[src/rtl/ni_tx_packetizer.sv]
// NI transmitter: packet request + data words -> HEADER/PAYLOAD/TAIL flits toward the router local port.
// Optional `NI_TX_STATS_EN adds pkt_count / flit_count ports and their counters.
module ni_tx_packetizer #(
    parameter int          DATA_W   = 32,
    parameter int          LEN_W    = 8,
    parameter logic [3:0]  SRC_ADDR = 4'd5
) (
    input  logic              clk,
    input  logic              rst,
    input  logic              pkt_valid,
    output logic              pkt_ready,
    input  logic [3:0]        pkt_dst,
    input  logic [LEN_W-1:0]  pkt_len,
    input  logic              data_valid,
    output logic              data_ready,
    input  logic [DATA_W-1:0] data_in,
    output logic              flit_valid,
    input  logic              fifo_full,
    output logic [DATA_W-1:0] flit_out,
    output logic [2:0]        flit_id,
    output logic [3:0]        dst_addr
`ifdef NI_TX_STATS_EN
    ,
    output logic [15:0]       pkt_count,
    output logic [15:0]       flit_count
`endif
);

    localparam logic [2:0] HEADER  = 3'b001;
    localparam logic [2:0] PAYLOAD = 3'b010;
    localparam logic [2:0] TAIL    = 3'b100;

    typedef enum logic [1:0] {IDLE, HEAD, BODY, LAST} state_t;

    state_t              state_q, state_d;
    logic [LEN_W-1:0]    rem_q, rem_d;
    logic                vld_q, vld_d;
    logic [DATA_W-1:0]   flit_q, flit_d;
    logic [2:0]          id_q, id_d;
    logic [3:0]          dst_q, dst_d;
    logic [DATA_W-1:0]   hdr;
    logic                xfer;

    assign xfer = vld_q && !fifo_full;

    always_comb begin
        state_d    = state_q;
        rem_d      = rem_q;
        vld_d      = vld_q && !xfer;
        flit_d     = flit_q;
        id_d       = id_q;
        dst_d      = dst_q;
        pkt_ready  = 1'b0;
        data_ready = 1'b0;
        hdr                = '0;
        hdr[3:0]           = pkt_dst;
        hdr[7:4]           = SRC_ADDR;
        hdr[8 +: LEN_W]    = pkt_len;
        case (state_q)
            IDLE: begin
                pkt_ready = 1'b1;
                if (pkt_valid) begin
                    dst_d   = pkt_dst;
                    rem_d   = pkt_len;
                    flit_d  = hdr;
                    id_d    = HEADER;
                    vld_d   = 1'b1;
                    state_d = HEAD;
                end
            end
            HEAD: begin
                if (xfer) begin
                    if (rem_q != '0) begin
                        state_d = BODY;
                    end else begin
                        // Zero-length packet still closes with an all-zero TAIL.
                        flit_d  = '0;
                        id_d    = TAIL;
                        vld_d   = 1'b1;
                        state_d = LAST;
                    end
                end
            end
            BODY: begin
                // Load on the same edge the pending flit leaves, keeping one flit per cycle.
                data_ready = !vld_q || !fifo_full;
                if (data_valid && data_ready) begin
                    flit_d = data_in;
                    vld_d  = 1'b1;
                    rem_d  = rem_q - 1'b1;
                    if (rem_q == LEN_W'(1)) begin
                        id_d    = TAIL;
                        state_d = LAST;
                    end else begin
                        id_d    = PAYLOAD;
                    end
                end
            end
            LAST: begin
                if (xfer) state_d = IDLE;
            end
            default: state_d = IDLE;
        endcase
    end

    always_ff @(posedge clk) begin
        if (!rst) begin
            state_q <= IDLE;
            rem_q   <= '0;
            vld_q   <= 1'b0;
            flit_q  <= '0;
            id_q    <= '0;
            dst_q   <= '0;
        end else begin
            state_q <= state_d;
            rem_q   <= rem_d;
            vld_q   <= vld_d;
            flit_q  <= flit_d;
            id_q    <= id_d;
            dst_q   <= dst_d;
        end
    end

    assign flit_valid = vld_q;
    assign flit_out   = flit_q;
    assign flit_id    = id_q;
    assign dst_addr   = dst_q;

`ifdef NI_TX_STATS_EN
    logic [15:0] pkt_cnt_q, flit_cnt_q;

    always_ff @(posedge clk) begin
        if (!rst) begin
            pkt_cnt_q  <= '0;
            flit_cnt_q <= '0;
        end else if (xfer) begin
            flit_cnt_q <= flit_cnt_q + 16'd1;
            if (id_q == TAIL) pkt_cnt_q <= pkt_cnt_q + 16'd1;
        end
    end

    assign pkt_count  = pkt_cnt_q;
    assign flit_count = flit_cnt_q;
`endif

endmodule

[config.mk]
export PLATFORM = sky130hd
export DESIGN_NAME = ni_tx_packetizer
export DESIGN_NICKNAME = d
export VERILOG_FILES = /design/src/rtl/ni_tx_packetizer.sv
export SDC_FILE = /design/constraint.sdc
export NUM_CORES = 1
export LEC_CHECK = 0
export CORE_MARGIN = 1.5
export CORE_UTILIZATION = 30
export CTS_CLUSTER_DIAMETER = 200
export CTS_CLUSTER_SIZE = 12
export DETAILED_ROUTE_END_ITERATION = 16
export GPL_TIMING_DRIVEN = 0
export PLACE_DENSITY = 0.62
export RECOVER_POWER = 50
export SYNTH_ARGS = -nofsm -noshare
export SYNTH_HDL_FRONTEND = slang
export SYNTH_SLANG_ARGS = --single-unit
[constraint.sdc]
create_clock -name clk -period 6.45 [get_ports clk]
set_input_delay 0.9675 -clock clk [delete_from_list [all_inputs] [get_ports clk]]
set_output_delay 0.9675 -clock clk [all_outputs]
set_load 0.05 [all_outputs]
==> out/metrics.csv <==
stage,metric,value,unit
outcome,outcome,finished clean,
timing,Setup TNS,0,ns
layout,Antenna Cells,0,
critical_path,CP endpoint kind,output pin,
yosys,"FFs w/ async S/R, synth",0,%
global_route,antenna violations before repair,0,
placement,PortBufs,88,
layout,layout cells sized above 1,4.28,%
clock_tree,H-Tree Depth,2,
layout,final non-filler cell total,502,
detailed_routing,Post-DRT Antenna Nets,0,
timing,clk_skew,0.00962,ns
layout,area occupied by registers,1000,µm²
placement,placer congestion estimate,0.823,
critical_path,"Arr. time, crit path",2.98,ns
yosys,post-synthesis adder-cell area fraction,4.37,%
critical_path,Critical Path Source Type,flip-flop,
global_route,gr usage total,17.1,%
yosys,number of synthesized flops with an enable pin,0,
die,FP Rows,33,
detailed_routing,routed vias/inst,5.08,
detailed_routing,WL/cell,15.2,µm
critical_path,CP Class,flip-flop to output pin,
yosys,synth warn,0,
detailed_routing,Routed Wire Length,7660,µm
global_route,grt peak-use layer,met2,
clock_tree,worst-skew pair later-pin latency,0.30,ns
yosys,part of the Yosys area used for sequential elements,38.8,%
timing,final hold viol count,0,
yosys,Synth Area in Simple Gates,18.9,%
critical_path,Critical Path Start,state_q[0]$_SDFFE_PN0P_,
die,Die Ht,95.7,µm
yosys,Synth Area in Compound Gates,23.3,%
detailed_routing,DRT iter0 DRCs,150,
power,Power Dens Cells,461,nW/µm²
placement,HPWL after DPL,5730,µm
power,Design Power,1.67,mW
timing,worst slew pin tran,1.11,ns
yosys,mean area per synthesized cell,8.57,µm²
yosys,mux cell area share after synthesis,7.81,%
global_route,GR Util met1,23.0,%
power,Leakage,1.38,nW
critical_path,worst r2r src,rem_q[0]$_SDFFE_PN0P_,
layout,Area growth syn-to-layout,41.0,%
clock_tree,Bufs on Longest Clock Path,2,
timing,fin crit period,3.95,ns
clock_tree,number of hold buffers added after CTS,0,
global_route,vias in the first global route,2460,
yosys,largest family of logic cells by synthesized area,compound AO/OA/AOI/OAI gates,
die,starting density of the core,31.2,%
yosys,Yosys cell types,44,
layout,Filler cells,860,
timing,setup violators final,0,
clock_tree,post_cts resized,0,
timing,RSZ-0062 raised after global routing,false,
worst_hold_path,Hold Crit Class,flip-flop to flip-flop,
clock_tree,Root Driver,clkbuf_8,
global_route,largest net degree at the start of global routing,16,
clock_tree,TritonCTS clock tree,done,
critical_path,crit-path max FO,10,
die,die area,9160,µm²
clock_tree,clk slew on worst S/H paths,0.10,ns
layout,area of the multi-input gates,1400,µm²
global_route,wire length of the first global-routing pass,12200,µm
worst_hold_path,HP Start,dst_addr[2]$_SDFFE_PN0P_,
detailed_routing,DR pass1 iterations,4,
timing,Slew HR,25.7,%
power,maximum VDD drop,0.000137,V
die,Core ar.,8260,µm²
yosys,Mapped Cells,301,
yosys,#FFs+latches synth,50,
yosys,Mapped Area,2580,µm²
timing,fin crit share,61.3,%
clock_tree,Clock Sinks,50,
timing,Slew Limit Fails,0,
yosys,predominant post-synthesis flop cell,dfxtp_1,
global_route,met2 Use GR,28.2,%
clock_tree,Inserted Clock Buffers,5,
detailed_routing,DRC,0,
critical_path,Required @ worst endpoint,5.48,ns
clock_tree,post-CTS setup buffer count,0,
yosys,xor/xnor cell area share of the yosys netlist,0,%
detailed_routing,DR vias,2551,
placement,placed instance count,494,
job,Max-Cap Viols,0,
layout,Nets,454,
yosys,Synth Net Count,359,
global_route,total grt overflow,0,
die,boundary pin count,91,
timing,Highest Clock Rate,253,MHz
die,Die X,95.7,µm
global_route,met3 Use GR,3.79,%
yosys,post-synth top area share,38.8,%
yosys,largest cells by area after synthesis,"dfxtp_1 (39%), a21oi_1 (8.7%), mux2i_1 (7.4%)",
yosys,"area leader, netlist",dfxtp_1,
-- logic make-up after synthesis --
kind of cell             Yosys count
AND/OR/NAND/NOR                   97
flip-flops                        50
AO/OA/AOI/OAI                     92
adder cells (fa/ha/maj)            9
buffers and inverters             33
multiplexers                      20
-- stage by stage --
stage / util, % / cell area, µm² / hold WS [ns] / setup slack [ns]
2_1_floorplan: - / 2580 / 0.494 / 3.41
3_3_place_gp: 43.5 / 3590 / 0.441 / 2.79
3_5_place_dp: 43.5 / 3590 / 0.448 / 2.82
4_1_cts: 44.6 / 3690 / 0.462 / 2.48
5_1_grt: 44.0 / 3630 / 0.482 / 2.27
6_report: 44.0 / 3630 / 0.458 / 2.50
-- final timing paths --
check	end	slack, ns	cells past startpoint
setup / recovery	data_ready	2.50	7
hold / removal	dst_addr[2]$_SDFFE_PN0P_	0.46	2
setup reg to reg	flit_out[22]$_SDFFE_PN0P_	3.50	8
hold reg to reg	dst_addr[2]$_SDFFE_PN0P_	0.46	2
-- sequential cells by signal, summed over array words and instances, names as in the netlist --
name	cells
flit_valid	1
state_q	2
flit_out	32
dst_addr	4
rem_q	8
flit_id	3
-- cells in the mapped netlist (2+ instances only) --
library cell / n
a211oi_1: 20
ha_1: 9
buf_1: 3
nand3_1: 24
buf_4: 2
and3_1: 2
o32ai_1: 3
nand2_1: 31
nor3_1: 2
a221oi_1: 2
dfxtp_1: 50
o211ai_1: 3
a21oi_1: 45
nor2_1: 12
buf_12: 2
nor2b_1: 15
o21ai_0: 7
and2_1: 2
clkbuf_1: 18
mux2i_1: 19
inv_1: 7
-- final cells by class --
class	count	area share, %
flip-flops and latches	50	27.5
plain buffers	26	2.89
multi-input cells	218	38.4
repair buffers	88	24.2
clock inverters	2	0.344
well taps	105	3.61
inverters	7	0.723
clock buffers	6	2.27
-- metal layers --
metal | vias up | part of all wire [%]
li1 | 1274 | -
met4 | 0 | 0.98
met3 | 9 | 6.8
met2 | 74 | 45
met5 | - | 0
met1 | 1194 | 47
-- layout by cell type (no fill, tap or decap), types with 2 or more instances in the layout --
master / netlist / final
o32ai_1: 3 / 3
o211ai_1: 3 / 3
ha_1: 9 / 9
inv_1: 7 / 7
a21oi_1: 45 / 45
nor2_1: 12 / 12
a221oi_1: 2 / 2
and2_1: 2 / 2
nor3_1: 2 / 2
clkbuf_8: 0 / 6
a211oi_1: 20 / 21
nor2b_1: 15 / 15
o21ai_0: 7 / 7
nand3_1: 24 / 24
mux2i_1: 19 / 19
dlygate4sd3_1: 0 / 33
clkbuf_1: 18 / 23
clkdlybuf4s50_1: 0 / 55
nand2_1: 31 / 31
and3_1: 2 / 2
dfxtp_1: 50 / 50
buf_4: 2 / 2
-- where the power goes --
group | internal [mW] | total [mW] | switching, mW
sequential | 0.386 | 0.441 | 0.0545
clock | 0.0866 | 0.198 | 0.112
combinational | 0.369 | 1.03 | 0.665
total | 0.842 | 1.67 | 0.831
-- critical path: stages (launching register included) --
cell             delay (ns)
dfxtp_1                0.35
inv_1                  0.15
ha_1                   0.16
clkbuf_1               0.31
clkbuf_1               0.44
inv_1                  0.27
a21oi_1                0.17
clkdlybuf4s50_1        0.82
Note: power is estimated with default switching activity, not from simulation.
